$ cat config.mk
export PLATFORM = sky130hd
export DESIGN_NAME = ultrasonic_scan_sched
export DESIGN_NICKNAME = d
export VERILOG_FILES = /design/src/rtl/ultrasonic_scan_sched.sv
export SDC_FILE = /design/constraint.sdc
export NUM_CORES = 1
export LEC_CHECK = 0
export CORE_MARGIN = 1.5
export CORE_UTILIZATION = 50
export DETAILED_ROUTE_END_ITERATION = 8
export PLACE_DENSITY = 0.77
export REMOVE_ABC_BUFFERS = 1
export SLEW_MARGIN = 20
export SYNTH_ARGS = -nofsm -noshare
export SYNTH_HDL_FRONTEND = slang
export SYNTH_SLANG_ARGS = --single-unit
export TNS_END_PERCENT = 1
$ cat constraint.sdc
create_clock -name clk -period 3.4 [get_ports clk]
set_input_delay 0.51 -clock clk [delete_from_list [all_inputs] [get_ports clk]]
set_output_delay 0.51 -clock clk [all_outputs]
set_load 0.01 [all_outputs]
$ cat src/rtl/ultrasonic_scan_sched.sv
// Round-robin trigger/echo scheduler for four HC-SR04 sensors sharing one timing engine.
// Each channel is triggered in turn, its echo is timed in 1 us ticks, and the result is stored in cm.
module ultrasonic_scan_sched #(
    parameter int CLK_PER_US = 100,
    parameter int TRIG_US    = 10,
    parameter int TIMEOUT_US = 25000,
    parameter int GAP_US     = 60000
) (
    input  logic        clk,
    input  logic        reset_p,
    input  logic        enable,
    input  logic [3:0]  echo,
    output logic [3:0]  trig,
    output logic [35:0] distance,
    output logic [3:0]  valid,
    output logic [1:0]  cur_ch,
    output logic        meas_done
);
    localparam int MAX_US = (TIMEOUT_US > GAP_US)
                          ? ((TIMEOUT_US > TRIG_US) ? TIMEOUT_US : TRIG_US)
                          : ((GAP_US > TRIG_US) ? GAP_US : TRIG_US);
    localparam int US_W = $clog2(MAX_US + 1);
    localparam int PS_W = (CLK_PER_US > 1) ? $clog2(CLK_PER_US) : 1;

    typedef enum logic [2:0] {
        S_IDLE,
        S_TRIG,
        S_WAIT_HI,
        S_MEASURE,
        S_GAP
    } state_t;

    state_t          state, state_next;
    logic [3:0]      echo_s1, echo_s2, echo_d;
    logic            rise_q, fall_q;
    logic [PS_W-1:0] presc;
    logic [US_W-1:0] us_cnt, us_inc;
    logic [5:0]      sub_cnt;
    logic [8:0]      cm_cnt, cm_next;
    logic            tick;
    logic            wr_ok, wr_to, advance;

    assign tick   = (presc == PS_W'(CLK_PER_US - 1));
    assign us_inc = us_cnt + US_W'(1);

    // NOTE: sequential state uses non-blocking assignments so every register samples pre-edge values.
    always_ff @(posedge clk) begin
        if (reset_p) state <= S_IDLE;
        else         state <= state_next;
    end

    // NOTE: every output of a combinational block gets a default first, so no path can infer a latch.
    always_comb begin
        state_next = state;
        wr_ok      = 1'b0;
        wr_to      = 1'b0;
        advance    = 1'b0;
        case (state)
            S_IDLE:    if (enable) state_next = S_TRIG;
            S_TRIG:    if (tick && us_inc == US_W'(TRIG_US)) state_next = S_WAIT_HI;
            S_WAIT_HI: begin
                if (rise_q) begin
                    state_next = S_MEASURE;
                end else if (tick && us_inc == US_W'(TIMEOUT_US)) begin
                    wr_to      = 1'b1;
                    state_next = S_GAP;
                end
            end
            S_MEASURE: begin
                // An echo that lasts the full limit is a timeout even if it falls on that same tick.
                if (tick && us_inc == US_W'(TIMEOUT_US)) begin
                    wr_to      = 1'b1;
                    state_next = S_GAP;
                end else if (fall_q) begin
                    wr_ok      = 1'b1;
                    state_next = S_GAP;
                end
            end
            S_GAP: begin
                if (tick && us_inc == US_W'(GAP_US)) begin
                    advance    = 1'b1;
                    state_next = enable ? S_TRIG : S_IDLE;
                end
            end
            default:   state_next = S_IDLE;
        endcase
    end

    // Edges are qualified by state when registered, so stray edges outside the listening states vanish.
    always_ff @(posedge clk) begin
        if (reset_p) begin
            echo_s1 <= '0;
            echo_s2 <= '0;
            echo_d  <= '0;
            rise_q  <= 1'b0;
            fall_q  <= 1'b0;
        end else begin
            echo_s1 <= echo;
            echo_s2 <= echo_s1;
            echo_d  <= echo_s2;
            rise_q  <= (state == S_WAIT_HI) &&  echo_s2[cur_ch] && !echo_d[cur_ch];
            fall_q  <= (state == S_MEASURE) && !echo_s2[cur_ch] &&  echo_d[cur_ch];
        end
    end

    always_comb begin
        cm_next = cm_cnt;
        if (tick && sub_cnt == 6'd57 && cm_cnt != 9'h1FF) cm_next = cm_cnt + 9'd1;
    end

    // All interval counters restart on every state change so each interval begins on a tick boundary.
    always_ff @(posedge clk) begin
        if (reset_p || state_next != state) begin
            presc   <= '0;
            us_cnt  <= '0;
            sub_cnt <= '0;
            cm_cnt  <= '0;
        end else if (state != S_IDLE) begin
            presc  <= tick ? '0 : presc + PS_W'(1);
            cm_cnt <= cm_next;
            if (tick) begin
                us_cnt  <= us_inc;
                sub_cnt <= (sub_cnt == 6'd57) ? 6'd0 : sub_cnt + 6'd1;
            end
        end
    end

    always_ff @(posedge clk) begin
        if (reset_p) begin
            trig      <= '0;
            distance  <= '0;
            valid     <= '0;
            cur_ch    <= '0;
            meas_done <= 1'b0;
        end else begin
            trig      <= (state == S_TRIG) ? (4'b0001 << cur_ch) : 4'b0000;
            meas_done <= wr_ok || wr_to;
            if (wr_ok) begin
                distance[9*cur_ch +: 9] <= cm_next;
                valid[cur_ch]           <= 1'b1;
            end else if (wr_to) begin
                distance[9*cur_ch +: 9] <= 9'h1FF;
                valid[cur_ch]           <= 1'b0;
            end
            if (advance) cur_ch <= cur_ch + 2'd1;
        end
    end

endmodule
==> results.sh, run 1 <==
export IMPL_status="complete, no violations"
export IMPL_dp_cells=773
export IMPL_rrSetupSlack_ns=0.20
export IMPL_crit_type="reg2reg"
export IMPL_drive_above_1_share=0.107
export IMPL_grt_max_degree=53
export IMPL_die_h_um=104
export IMPL_synth_top_family_by_area="simple AND/OR/NAND/NOR gates"
export IMPL_synth_area_leaders="dfxtp_1, nor2_1, nor3_1"
export IMPL_post_dp_cell_area_um2=5740
export IMPL_timing_hold_violations_final=0
export IMPL_synth_most_common_cell="dfxtp_1"
export IMPL_setup_tns_ns=0
export IMPL_grt_overflow=0
export IMPL_cp_startpoint="us_cnt[0]$_SDFFE_PP0P_"
export IMPL_irDropWorstVdd_uv=193
export IMPL_rows=36
export IMPL_globalplace_congestion=0.970
export IMPL_clockBufferDepth=2
export IMPL_postRouteAntennaNets=0
export IMPL_ys_flop_type="dfxtp_1"
export IMPL_synth_xor_area_frac=0.0674
export IMPL_rsz0062_at_grt="yes"
export IMPL_synth_mux_area_frac=0.0153
export IMPL_endpoint_kind="flop"
export IMPL_grt_antenna_before_repair=0
export IMPL_finalClockSkew_ns=0.0146
export IMPL_antennaDiodeCount=0
export IMPL_post_cts_resize_count=0
export IMPL_final_area_um2=5970
export IMPL_r2r_end="presc[5]$_SDFFE_PP0N_"
export IMPL_wirelength_um=12000
export IMPL_initial_core_util=0.516
export IMPL_clock_latency_ns=0.37
export IMPL_grt_pass1_wl_um=20200
export IMPL_hold_depth=1
export IMPL_utilization=0.608
export IMPL_port_buffers=53
export IMPL_syn_cell_area_um2=5060
export IMPL_finalNonFillerCells=789
export IMPL_max_cap_violations=0
export IMPL_setup_viol=0
export IMPL_cts_root_buf="clkbuf_8"
export IMPL_post_synth_top_area_cell="dfxtp_1"
export IMPL_vias=4428
export IMPL_cts_tree="built"
export IMPL_reg2regPathDepth=10
export IMPL_io_pin_count=54
export IMPL_cp_start_kind="flop"
export IMPL_hold_path_class="reg2reg"
export IMPL_async_flop_share=0
export IMPL_crit_end="presc[5]$_SDFFE_PP0N_"
export IMPL_synth_compound_area_share=0.146
export IMPL_synth_edf_count=0
export IMPL_dr_pass1_iters=5
export IMPL_nets=674
export IMPL_drv_slew=0
export IMPL_grt_pass1_vias=4217
export IMPL_slew_limit_headroom=0.380
export IMPL_yosys_top_cells_count="dfxtp_1, nor2_1, nor3_1"
export IMPL_path_clk_slew_ns=0.10
export IMPL_area_growth_pct=17.8
export IMPL_core_area_um2=9820
export IMPL_cts_buffers=9
export IMPL_synthAdderAreaFrac=0.0395
export IMPL_cp_required_ns=3.61
export IMPL_max_freq_ghz=0.312
export IMPL_yosys_register_bits=102
export IMPL_htree_num_levels=3
export IMPL_p_per_area_nw_per_um2=362
export IMPL_synth_simple_area_share=0.288
export IMPL_finalCriticalPeriod_ns=3.20
export IMPL_crit_path_max_fanout=38
export IMPL_vias_per_cell=5.61
export IMPL_p_leak_nw=2.06
export IMPL_cp_arrival_ns=3.42
export IMPL_pre_cts_slack_ns=0.295
export IMPL_dieArea_um2=10700
export IMPL_wl_per_cell_um=15.2
export IMPL_synth_top_cell_area_share=0.403
export IMPL_ys_seq_area_frac=0.403
export IMPL_synth_cell_types=64
export IMPL_tightest_slew_ns=0.927
export IMPL_drt_initial_drc_count=250
export IMPL_period_share=0.941
export IMPL_synthCells=603
export IMPL_fp_dieW_um=104
export IMPL_ctsHoldBuffers=0
export IMPL_r2r_start="us_cnt[0]$_SDFFE_PP0P_"
export IMPL_grtUsageTotal=0.229
export IMPL_drc_errors=0
export IMPL_yosys_warnings=0
export IMPL_syn_avg_cell_area_um2=8.40
export IMPL_cts_sinks=102
export IMPL_setup_slack_ns=0.199
export IMPL_place_hpwl_um=8480
==> kinds of logic after synthesis <==
logic type / count (synthesis)
adders and majority gates: 16
and+or+nand+nor: 287
muxes: 5
AOI/OAI and AO/OA: 109
buffers and inverters: 45
DFF: 102
xor gates and xnor gates: 39
==> layout make-up <==
class	count	area [µm²]
inverters	12	45.0
fillers	913	3850
repair buffers	70	666
flip-flops and latches	102	2040
multi-input cells	456	2820
clock inverters	6	103
well taps	133	166
clock buffers	10	128
==> state kept, by name, indices dropped and copies added (netlist names), named ones only <==
| signal | flops |
|---|---|
| cm_cnt | 9 |
| cur_ch | 2 |
| distance | 36 |
| echo_d | 4 |
| echo_s1 | 4 |
| echo_s2 | 4 |
| fall_q | 1 |
| meas_done | 1 |
| presc | 7 |
| rise_q | 1 |
| state | 3 |
| sub_cnt | 6 |
| trig | 4 |
| us_cnt | 16 |
==> cells in the final DEF (no fill, tap or decap), types with 3 or more instances in the layout <==
| master | count |
|---|---|
| a211o_1 | 3 |
| a211oi_1 | 3 |
| a21boi_2 | 4 |
| a21oi_1 | 54 |
| a311oi_1 | 3 |
| a31oi_1 | 5 |
| and3_1 | 8 |
| and4_1 | 3 |
| buf_4 | 16 |
| clkbuf_8 | 9 |
| clkdlybuf4s50_1 | 52 |
| dfxtp_1 | 102 |
| ha_1 | 16 |
| inv_1 | 12 |
| nand2_1 | 46 |
| nand2b_1 | 4 |
| nand3_1 | 22 |
| nand4_1 | 7 |
| nand4_2 | 3 |
| nor2_1 | 80 |
| nor2_2 | 15 |
| nor2b_1 | 13 |
| nor3_1 | 60 |
| nor3b_1 | 3 |
| nor4_1 | 3 |
| nor4b_1 | 3 |
| o2111ai_1 | 3 |
| o211ai_1 | 4 |
| o21ai_0 | 8 |
| or3_1 | 6 |
| xnor2_1 | 21 |
| xor2_1 | 18 |
==> critical path, cell delays in order, from the launching register on <==
cell	delay, ns
dfxtp_1	0.35
ha_1	0.33
nand4_2	0.27
nor4_2	0.33
xnor2_1	0.22
a2111oi_1	0.57
a21o_1	0.22
a2111oi_2	0.08
o211ai_1	0.30
buf_12	0.26
a211oi_1	0.08
==> where the power goes <==
part	internal [mW]	switching, mW
combinational	0.0261	0.0522
sequential	1.20	0.00530
clock	0.428	0.446
==> what timing repair did <==
action / 4_1_cts / 5_1_grt
setup endpoints to repair: 0 / 16
hold endpoints to repair: 0 / 0
setup buffers: 0 / 0
==> stage by stage <==
step                      power (mW)  hold slack (ns)
after floorplan                 1.27            0.414
after global placement          1.31            0.417
after detailed placement        1.31            0.424
after CTS                       2.17            0.449
after global routing            2.24            0.464
final                           2.16            0.450
==> routing by layer <==
metal	GRT usage	up-vias	share of wire
li1	-	2209	-
met1	0.290	2062	0.45
met2	0.387	138	0.48
met3	0.0428	19	0.049
met4	0.0883	0	0.020
met5	0	-	0
==> how the worst min path moves through the flow <==
stage                          startpoint                    end  slack, ns
finish              echo_s1[3]$_SDFF_PP0_  echo_s2[3]$_SDFF_PP0_       0.45
global route                      reset_p                   flop       0.46
CTS                 echo_s1[3]$_SDFF_PP0_  echo_s2[3]$_SDFF_PP0_       0.45
detailed placement  echo_s1[3]$_SDFF_PP0_  echo_s2[3]$_SDFF_PP0_       0.42
global placement    echo_s1[0]$_SDFF_PP0_  echo_s2[0]$_SDFF_PP0_       0.42
floorplan           echo_s1[0]$_SDFF_PP0_  echo_s2[0]$_SDFF_PP0_       0.41
Power figures use the tool's default switching activity.
==> run 2: changes to the inputs <==
--- a/config.mk
+++ b/config.mk
@@ -5,6 +5,7 @@
 export SDC_FILE = /design/constraint.sdc
 export NUM_CORES = 1
 export LEC_CHECK = 0
+export CORE_ASPECT_RATIO = 1.1
 export CORE_MARGIN = 1.5
 export CORE_UTILIZATION = 50
 export DETAILED_ROUTE_END_ITERATION = 8
==> run 2 against run 1 <==
Effect of this change:
- worst setup slack better by 0.077 ns
- die area is essentially flat
- core utilization shrank 0.075 points
- global-route usage up 0.58 points
- final cell count is 1.0% lower
- non-clock buffer count is 5 higher
- clock-buffer cell count unchanged
- critical path type unchanged
==> results.sh, run 2 (synthesized netlist as in run 1, its figures left out) <==
export IMPL_status="complete, no violations"
export IMPL_path_cells="ha_2, nand3_1, o21a_1, o221a_2, o2111ai_1, o21ai_0, a2111oi_4, o211ai_1, buf_12, a211oi_1"
export IMPL_max_cap_violations=0
export IMPL_reg2regPathDepth=10
export IMPL_critical_path_top_delay_family="compound AO/OA/AOI/OAI gates"
export IMPL_grt_antenna_before_repair=0
export IMPL_place_hpwl_um=8680
export IMPL_crit_path_max_fanout=38
export IMPL_vias_per_cell=5.79
export IMPL_grt_overflow=0
export IMPL_grt_pass1_wl_um=20300
export IMPL_p_leak_nw=2.06
export IMPL_finalCriticalPeriod_ns=3.12
export IMPL_globalplace_congestion=0.953
export IMPL_grt_max_degree=42
export IMPL_cp_start_kind="flop"
export IMPL_initial_core_util=0.515
export IMPL_postRouteAntennaNets=0
export IMPL_io_pin_count=54
export IMPL_path_depth=10
export IMPL_wl_per_cell_um=15.7
export IMPL_cpMaxStageDelayCell="a2111oi_4"
export IMPL_cts_buffers=9
export IMPL_port_buffers=53
export IMPL_endpoint_kind="flop"
export IMPL_cp_arrival_ns=3.41
export IMPL_multi_input_area_um2=2850
export IMPL_core_area_um2=9840
export IMPL_reg_top3="distance x36, us_cnt x16, cm_cnt x9"
export IMPL_cp_num_buf_inv=1
export IMPL_seq_area_um2=2040
export IMPL_timing_hold_violations_final=0
export IMPL_clockBufferDepth=2
export IMPL_final_common_cell="dfxtp_1"
export IMPL_cp_required_ns=3.69
export IMPL_cts_root_buf="clkbuf_8"
export IMPL_p_per_area_nw_per_um2=336
export IMPL_antennaDiodeCount=0
export IMPL_dp_cells=764
export IMPL_power_total_mw=2.00
export IMPL_fp_dieW_um=99.0
export IMPL_finalClockSkew_ns=0.0167
export IMPL_hold_depth=1
export IMPL_hold_path_class="reg2reg"
export IMPL_max_freq_ghz=0.320
export IMPL_drive_above_1_share=0.116
export IMPL_rsz0062_at_grt="no"
export IMPL_dr_pass1_iters=6
export IMPL_crit_type="reg2reg"
export IMPL_clock_latency_ns=0.37
export IMPL_setup_viol=0
export IMPL_period_share=0.919
export IMPL_htree_num_levels=3
export IMPL_ctsHoldBuffers=0
export IMPL_grt_pass1_vias=4278
export IMPL_largest_reg_flops=36
export IMPL_wirelength_um=12300
export IMPL_slew_limit_headroom=0.597
export IMPL_finalNonFillerCells=781
export IMPL_rows=38
export IMPL_die_h_um=109
export IMPL_path_clk_slew_ns=0.10
export IMPL_cts_tree="built"
export IMPL_drc_errors=0
export IMPL_grtUsageTotal=0.235
export IMPL_final_cell_mix="dfxtp_1, nor2_1, nor3_1, a21oi_1, clkdlybuf4s50_1"
export IMPL_utilization=0.607
export IMPL_cts_sinks=102
export IMPL_fillers=841
export IMPL_setup_tns_ns=0
export IMPL_area_growth_pct=17.9
export IMPL_dieArea_um2=10700
export IMPL_tightest_slew_ns=0.600
export IMPL_nets=679
export IMPL_irDropWorstVdd_uv=188
export IMPL_max_stage_delay_ns=0.44
export IMPL_vias=4525
export IMPL_drv_slew=0
export IMPL_largest_register="distance"
export IMPL_drt_initial_drc_count=292
## run 2: changes by cell type in the layout (fill, tap and decap cells not counted), moves of 2 or more
cell	previous run	this run
a21boi_4	0	4
buf_4	16	21
a21boi_2	4	0
clkinv_4	1	3
bufinv_16	2	0
## run 2: final timing paths
| path | from | end | slack, ns |
|---|---|---|---|
| worst max-delay path | us_cnt[1]$_SDFFE_PP0P_ | us_cnt[15]$_SDFFE_PP0P_ | 0.28 |
| worst min-delay path | echo_s1[1]$_SDFF_PP0_ | echo_s2[1]$_SDFF_PP0_ | 0.44 |
| worst max register to register | us_cnt[1]$_SDFFE_PP0P_ | us_cnt[15]$_SDFFE_PP0P_ | 0.28 |
| worst min register to register | echo_s1[1]$_SDFF_PP0_ | echo_s2[1]$_SDFF_PP0_ | 0.44 |
## run 2: worst register-to-register path: stages (launching register included)
cell	delay, ns
dfxtp_2	0.43
ha_2	0.30
nand3_1	0.27
o21a_1	0.26
o221a_2	0.25
o2111ai_1	0.19
o21ai_0	0.25
a2111oi_4	0.44
o211ai_1	0.21
buf_12	0.22
a211oi_1	0.22
## run 2: timing repair
item / in CTS / in global routing
endpoints found under the setup margin: 0 / 75
buffers inserted: 0 / 1
gates resized for setup: 0 / 7
## run 2: power breakdown
group | total, mW | switching [mW] | internal, mW | leakage (nW)
clock network | 0.719 | 0.440 | 0.278 | 0.0890
logic | 0.0781 | 0.0520 | 0.0261 | 1.15
registers | 1.21 | 0.00488 | 1.20 | 0.824
## run 2: metrics by stage
step / setup slack, ns / hold WS (ns) / area (µm²)
2_1_floorplan: -1.01 / 0.414 / 4900
3_3_place_gp: 0.220 / 0.422 / 5750
3_5_place_dp: 0.0838 / 0.420 / 5750
4_1_cts: 0.0303 / 0.445 / 5930
5_1_grt: 0.0255 / 0.469 / 5970
6_report: 0.276 / 0.444 / 5970
## run 2: cell type report
class,instances,area share
Clock inverter,6,0.00901
Clock buffer,10,0.0214
Multi-Input combinational cell,456,0.477
Inverter,12,0.00754
Tap cell,120,0.0251
Timing Repair Buffer,75,0.118
Sequential cell,102,0.342
## run 2: metal layers
layer	up-vias	wire [µm]	track usage
li1	2227	-	-
met1	2145	5250	0.296
met2	132	6070	0.395
met3	21	709	0.0420
met4	0	251	0.103
met5	-	0	0
==> run 3: changes to the inputs <==
--- a/config.mk
+++ b/config.mk
@@ -10,7 +10,9 @@
 export CORE_UTILIZATION = 50
 export DETAILED_ROUTE_END_ITERATION = 8
 export PLACE_DENSITY = 0.77
+export RECOVER_POWER = 50
 export REMOVE_ABC_BUFFERS = 1
+export SETUP_SLACK_MARGIN = 0.3
 export SLEW_MARGIN = 20
 export SYNTH_ARGS = -nofsm -noshare
 export SYNTH_HDL_FRONTEND = slang
==> run 3 against run 2 <==
Effect of this change:
- the flow now finishes with violations (capacitance limit, slew limit)
- via count barely moved
- fmax rose by 3.1%
- combinational power fell by 1%
- final cell count rose by 0.13%
- critical endpoint is now presc[6]$_SDFFE_PP0N_
- highest routed layer unchanged
==> results.sh, run 3 (synthesized netlist as in run 1, its figures left out) <==
export IMPL_setup_viol=0
export IMPL_finalCriticalPeriod_ns=3.03
export IMPL_area_growth_pct=19.3
export IMPL_cts_buffers=9
export IMPL_vias_per_cell=5.79
export IMPL_nets=680
export IMPL_postRouteAntennaNets=0
export IMPL_wirelength_um=12300
export IMPL_wl_per_cell_um=15.8
export IMPL_cts_tree="built"
export IMPL_power_total_mw=2.00
export IMPL_place_hpwl_um=8680
export IMPL_final_common_cell="dfxtp_1"
export IMPL_core_area_um2=9840
export IMPL_crit_path_max_fanout=38
export IMPL_irDropWorstVdd_uv=188
export IMPL_cp_arrival_ns=3.27
export IMPL_io_pin_count=54
export IMPL_cts_sinks=102
export IMPL_die_h_um=109
export IMPL_grt_overflow=0
export IMPL_cp_start_kind="flop"
export IMPL_fillers=837
export IMPL_reg2regPathDepth=10
export IMPL_grt_max_degree=42
export IMPL_path_clk_slew_ns=0.10
export IMPL_tightest_slew_ns=1.75
export IMPL_slew_limit_headroom=-0.164
export IMPL_final_cell_mix="dfxtp_1, nor2_1, nor3_1, a21oi_1, dlygate4sd3_1"
export IMPL_globalplace_congestion=0.953
export IMPL_drive_above_1_share=0.125
export IMPL_finalClockSkew_ns=0.0150
export IMPL_cts_root_buf="clkbuf_8"
export IMPL_violations="capacitance limit, slew limit"
export IMPL_hold_path_class="reg2reg"
export IMPL_crit_type="reg2reg"
export IMPL_grt_pass1_wl_um=20300
export IMPL_rows=38
export IMPL_drt_initial_drc_count=366
export IMPL_max_freq_ghz=0.330
export IMPL_period_share=0.891
export IMPL_cp_required_ns=3.64
export IMPL_initial_core_util=0.515
export IMPL_dieArea_um2=10700
export IMPL_grtUsageTotal=0.237
export IMPL_fp_dieW_um=99.0
export IMPL_rsz0062_at_grt="yes"
export IMPL_drv_slew=42
export IMPL_timing_hold_violations_final=0
export IMPL_status="complete, but fails checks"
export IMPL_drc_errors=0
export IMPL_reg_top3="distance x36, us_cnt x16, cm_cnt x9"
export IMPL_final_area_um2=6040
export IMPL_post_dp_cell_area_um2=5750
export IMPL_vias=4528
export IMPL_port_buffers=53
export IMPL_p_per_area_nw_per_um2=330
export IMPL_endpoint_kind="flop"
export IMPL_antennaDiodeCount=0
export IMPL_dr_pass1_iters=5
export IMPL_clockBufferDepth=2
export IMPL_p_leak_nw=2.24
export IMPL_grt_antenna_before_repair=0
export IMPL_grt_pass1_vias=4267
export IMPL_largest_reg_flops=36
export IMPL_largest_register="distance"
export IMPL_htree_num_levels=3
export IMPL_ctsHoldBuffers=0
export IMPL_hold_depth=1
export IMPL_clock_latency_ns=0.37
export IMPL_max_cap_violations=1
[run 3: path summary, 6_finish.rpt]
kind                     startpoint                    end  slack (ns)
min           echo_s1[1]$_SDFF_PP0_  echo_s2[1]$_SDFF_PP0_        0.44
max reg2reg  us_cnt[0]$_SDFFE_PP0P_  presc[6]$_SDFFE_PP0N_        0.37
min reg2reg   echo_s1[1]$_SDFF_PP0_  echo_s2[1]$_SDFF_PP0_        0.44
max          us_cnt[0]$_SDFFE_PP0P_  presc[6]$_SDFFE_PP0N_        0.37
[run 3: routing by layer]
metal  up-vias  wire length [µm]  global-route usage
met4         0               250               0.106
met3        22               686              0.0420
met5         -                 0                   0
met2       141              6110               0.399
li1       2221                 -                   -
met1      2144              5280               0.296
[run 3: what timing repair did]
| action | in CTS | in global routing |
|---|---|---|
| setup buffers | 1 | 1 |
| endpoints found under the hold margin | 0 | 0 |
| pin swaps | 1 | 3 |
| gates resized for setup | 9 | 13 |
| endpoints found under the setup margin | 74 | 76 |
[run 3: metrics by stage]
step	setup slack (ns)	hold WS, ns	utilization	std cells	TNS, ns
6_report	0.370	0.444	0.614	782	0
5_1_grt	0.254	0.469	0.614	782	0
4_1_cts	0.297	0.445	0.608	781	0
3_5_place_dp	0.0838	0.420	0.584	764	0
3_3_place_gp	0.220	0.422	0.584	764	0
2_1_floorplan	-1.01	0.414	-	570	-34.25
[run 3: worst max-delay path, cell delays in order (launching register included)]
cell and delay [ns]:
dfxtp_1 0.43, buf_4 0.20, nand4_2 0.24, or2_2 0.43
o21ai_2 0.24, o2111ai_1 0.25, o21ai_0 0.40, a2111oi_4 0.14
o211ai_1 0.20, buf_12 0.27, nor3_1 0.08
[run 3: cell type report]
| cell class | instances | area, µm² | share of cell area |
|---|---|---|---|
| Timing Repair Buffer | 76 | 694 | 0.115 |
| Sequential cell | 102 | 2050 | 0.339 |
| Clock inverter | 6 | 53.8 | 0.00890 |
| Inverter | 12 | 45.0 | 0.00745 |
| Multi-Input combinational cell | 456 | 2930 | 0.484 |
| Tap cell | 120 | 150 | 0.0248 |
| Clock buffer | 10 | 128 | 0.0211 |
[run 3: report_power, final]
group          switching (mW)  internal, mW
Combinational          0.0520        0.0251
Clock                   0.434         0.278
Sequential            0.00478          1.20
==> variant 1 (settings of run 2) <==
`TRIG_US`: 10 -> 20.
--- a/src/rtl/ultrasonic_scan_sched.sv
+++ b/src/rtl/ultrasonic_scan_sched.sv
@@ -2,7 +2,7 @@
 // Each channel is triggered in turn, its echo is timed in 1 us ticks, and the result is stored in cm.
 module ultrasonic_scan_sched #(
     parameter int CLK_PER_US = 100,
-    parameter int TRIG_US    = 10,
+    parameter int TRIG_US    = 20,
     parameter int TIMEOUT_US = 25000,
     parameter int GAP_US     = 60000
 ) (
Formal check against the unedited RTL: same outputs for any inputs over 10 cycles, from zero or initial values and one cycle with reset_p high; that may be too few to reach the edited logic, so the function may still have changed.
==> variant 1 against run 2 <==
  * Maximum frequency fell by 3.7%
  * Design area rose by 8.2%
  * Sequential share of layout area fell by 2.6 points
  * Wire length rose by 5.4%
  * Worst setup slack got worse by 0.12 ns
  * Synthesized area rose by 9.0%
  * Total power rose by 15%
  * Clock skew fell by 0.0062 ns
  * Sequential cell count did not move
  * Critical path type unchanged
  * Largest power group unchanged
==> variant 1: results (changes against run 2) <==
p_leak_nw: 2.212  # +7.2%
fin_cells: 870  # +11%
avgViaCountPerCell: 5.768  # -0.45%
hpwl_um: 8842  # +1.8%
rrSetupSlack_ns: 0.16  # -0.12 ns
seq_area_frac_synth_pct: 36.98  # -3.3 points
finalWeightedCongestion: 0.9175  # -3.7%
reg2reg_depth: 7  # -3
r2r-end: "distance[31]"
slowest_stage: "or4_1"
drive_gt1_share_pct: 7.469  # -4.2 points
cpPeakStageDelay_ns: 0.64  # +0.20 ns
swShare_pct: 23.42  # -1.4 points
grt_use_total_pct: 22.78  # -0.71 points
fillCellCount: 945  # +12%
status: "completed"
cts_root_buf: "clkbuf_16"
clk_latency_ns: 0.35  # -0.02 ns
worstHoldStart: "echo_s1[2]"
ir_drop_mv: 0.2271  # +21%
crit_start: "us_cnt[3]"
cp_top_family: "simple AND/OR/NAND/NOR gates"
min_to: "echo_s2[2]"
dp.cells: 853  # +12%
routedWlPerCell_um: 14.88  # -5.3%
dr.pass1.iters: 5  # -1
place_area_um2: 6136  # +6.7%
crit_fanout: 16  # -58%
variant 1: cell count changes in the layout (fill, tap and decap cells not counted), moves of 14 or more:
cell / change
nor2_1: -63
nor2_2: -14
a221oi_1: +35
inv_1: +36
nand2_1: +62
nand3_1: +35
o21ai_1: +35
a21oi_1: -43
nor3_1: -38
variant 1: power groups by stage:
stage / clock network [mW] / registers, mW / logic, mW
2_1_floorplan: 0 / 1.23 / 0.0293
3_3_place_gp: 0 / 1.24 / 0.0575
3_5_place_dp: 0 / 1.24 / 0.0591
4_1_cts: 1.04 / 1.21 / 0.0592
5_1_grt: 1.09 / 1.21 / 0.0687
6_report: 1.03 / 1.21 / 0.0630
variant 1: worst max-delay path by stage:
stage,end,slack (ns),cells after the start
floorplan,cur_ch[0],-0.04,8
global placement,distance[35],0.34,7
detailed placement,distance[8],0.18,7
CTS,distance[21],0.15,7
global route,distance[21],-0.07,7
finish,distance[31],0.16,7
variant 1: final cells by class:
cell class,count,area [um2],share of cell area (%)
Multi-Input combinational cell,486,3072,47.55
Clock inverter,6,61.31,0.9491
Clock buffer,10,239.0,3.699
Timing Repair Buffer,71,680.7,10.54
Tap cell,147,183.9,2.847
Sequential cell,102,2043,31.63
Inverter,48,180.2,2.789
variant 1: logic make-up after synthesis:
family / synth area share, %
adders and majority gates: 3.399
DFF: 36.98
buffers and inverters: 7.568
muxes: 1.813
xor gates and xnor gates: 6.662
AOI/OAI and AO/OA: 15.82
and+or+nand+nor: 27.76
variant 1: timing repair:
action | in CTS | in global routing
resized for setup | 0 | 2
hold buffers | 0 | 0
endpoints found under the setup margin | 0 | 52
variant 1: layer usage:
layer  track usage, %  vias to the layer above  share of wire, %
li1                 -                     2473                 -
met1            30.01                     2360                45
met2            37.63                      165                49
met3            3.644                       20               4.9
met4            7.838                        0               1.5
met5                0                        -                 0
==> variant 2 (flow settings as in run 2) <==
Without the edit above. Put one more register stage on the output `meas_done`. The value now appears one clock later. The other outputs are not delayed to match.
--- a/src/rtl/ultrasonic_scan_sched.sv
+++ b/src/rtl/ultrasonic_scan_sched.sv
@@ -29,6 +29,8 @@
         S_MEASURE,
         S_GAP
     } state_t;
+
+    logic meas_done_s0;
 
     state_t          state, state_next;
     logic [3:0]      echo_s1, echo_s2, echo_d;
@@ -131,10 +133,10 @@
             distance  <= '0;
             valid     <= '0;
             cur_ch    <= '0;
-            meas_done <= 1'b0;
+            meas_done_s0 <= 1'b0;
         end else begin
             trig      <= (state == S_TRIG) ? (4'b0001 << cur_ch) : 4'b0000;
-            meas_done <= wr_ok || wr_to;
+            meas_done_s0 <= wr_ok || wr_to;
             if (wr_ok) begin
                 distance[9*cur_ch +: 9] <= cm_next;
                 valid[cur_ch]           <= 1'b1;
@@ -146,4 +148,8 @@
         end
     end
 
+    always_ff @(posedge clk) begin
+        meas_done <= meas_done_s0;
+    end
+
 endmodule
Behaviour: no difference found for any inputs over 10 cycles, from zero or initial values and one cycle with reset_p high; that may be too few to reach the edited logic, so the function may still have changed.
==> variant 2 against run 2 <==
  * Worst setup slack got worse by 0.067 ns
  * Global-route usage grew 0.64 points
  * Synthesized area up 0.40%
  * Total power up 5.2%
  * Design area grew 0.71%
  * Sequential cell count increased by 1
  * Largest power group unchanged
  * Wire length grew 2.4%
  * Critical endpoint unchanged
  * Clock power up 13%
==> variant 2: results (changes against run 2) <==
status: "completed"
vias: 4584  # +1.3%
antenna_found_initial: 0  # unchanged
synthTopCellsByArea: "dfxtp_1 41%, nor2_1 5.9%, nor3_1 5.9%, a21oi_1 5.3%, ha_1 3.9%"
grt_pass1_vias: 4335  # +1.3%
routedWlPerCell_um: 16.08  # +2.3%
cp_top_family: "compound AO/OA/AOI/OAI gates"
worst_pin_slew_ns: 0.5991  # -0.001022 ns
reg2reg_depth: 9  # -1
synth_top_flop_cell: "dfxtp_1"
finalWeightedCongestion: 0.9166  # -3.8%
clk_latency_ns: 0.40  # +0.03 ns
place_area_um2: 5769  # +0.35%
ir_drop_mv: 0.2990  # +59%
synth_commonest_cells: "103 x dfxtp_1, 80 x nor2_1, 60 x nor3_1"
worstPathArrival_ns: 3.46  # +0.05 ns
layout.nets: 680  # +0.15%
p_leak_nw: 2.087  # +1.1%
grt_start_max_net_pins: 55  # +31%
switchingPower_mw: 0.5700  # +15%
whs_path_depth: 0  # -1
seq_area_frac_synth_pct: 40.55  # +0.23 points
grt_use_total_pct: 24.13  # +0.64 points
dr.pass1.iters: 4  # -2
drive_gt1_share_pct: 11.63  # -0.018 points
grt_pass1_wl_um: 20650  # +1.7%
slowest_stage: "a2111oi_1"
cts_hold_buf: 0  # unchanged
crit_fanout: 38  # unchanged
drt-initial-drc-count: 239  # -18%
skew_ns: 0.02093  # +0.004198 ns
## variant 2: cell families after synthesis
| kind of cell | Yosys count | share of synthesized area (%) |
|---|---|---|
| mux | 5 | 1.526 |
| compound gates | 109 | 14.57 |
| simple gates | 287 | 28.64 |
| buf+inv | 45 | 4.060 |
| fa+ha+maj | 16 | 3.937 |
| flops | 103 | 40.55 |
| xor+xnor | 39 | 6.718 |
## variant 2: path summary, 6_finish.rpt
path	from	end	slack (ns)
min reg2reg	meas_done_s0	meas_done	0.34
max reg2reg	us_cnt[6]	us_cnt[15]	0.21
max	us_cnt[6]	us_cnt[15]	0.21
min	meas_done_s0	meas_done	0.34
## variant 2: routing by layer
layer	track usage (%)	wire length, um	share of wire [%]	vias to the layer above
li1	-	-	-	2218
met1	30.78	5527	44	2191
met2	40.64	6079	48	149
met3	5.192	700	5.6	26
met4	8.551	265	2.1	0
met5	0	0	0	-
## variant 2: repair_timing
item                       4_1_cts  5_1_grt
setup buffers                    0        1
gates resized for setup          0        4
setup endpoints to repair        0       24
## variant 2: per-stage QoR
| stage | worst slack, ns | TNS, ns | total power, mW | util (%) | std cells |
|---|---|---|---|---|---|
| 2_1_floorplan | -1.008 | -34.25 | 1.284 | - | 571 |
| 3_3_place_gp | 0.3555 | 0 | 1.323 | 58.34 | 765 |
| 3_5_place_dp | 0.2222 | 0 | 1.326 | 58.34 | 765 |
| 4_1_cts | 0.1954 | 0 | 2.127 | 60.48 | 781 |
| 5_1_grt | -0.005516 | -0.008096 | 2.180 | 60.82 | 782 |
| 6_report | 0.2090 | 0 | 2.109 | 60.82 | 782 |
## variant 2: area by class of cell
type,count,area [um2]
Inverter,12,45.04
Multi-Input combinational cell,456,2843
Sequential cell,103,2062
Clock inverter,7,87.58
Fill cell,879,3875
Tap cell,120,150.1
Timing Repair Buffer,75,703.2
Clock buffer,9,123.9
## variant 2: power by group through the flow
stage | registers [mW] | logic (mW) | clock network, mW
global route | 1.22 | 0.0851 | 0.873
CTS | 1.22 | 0.0787 | 0.828
finish | 1.22 | 0.0775 | 0.811
floorplan | 1.25 | 0.0374 | 0
detailed placement | 1.25 | 0.0782 | 0
global placement | 1.25 | 0.0766 | 0
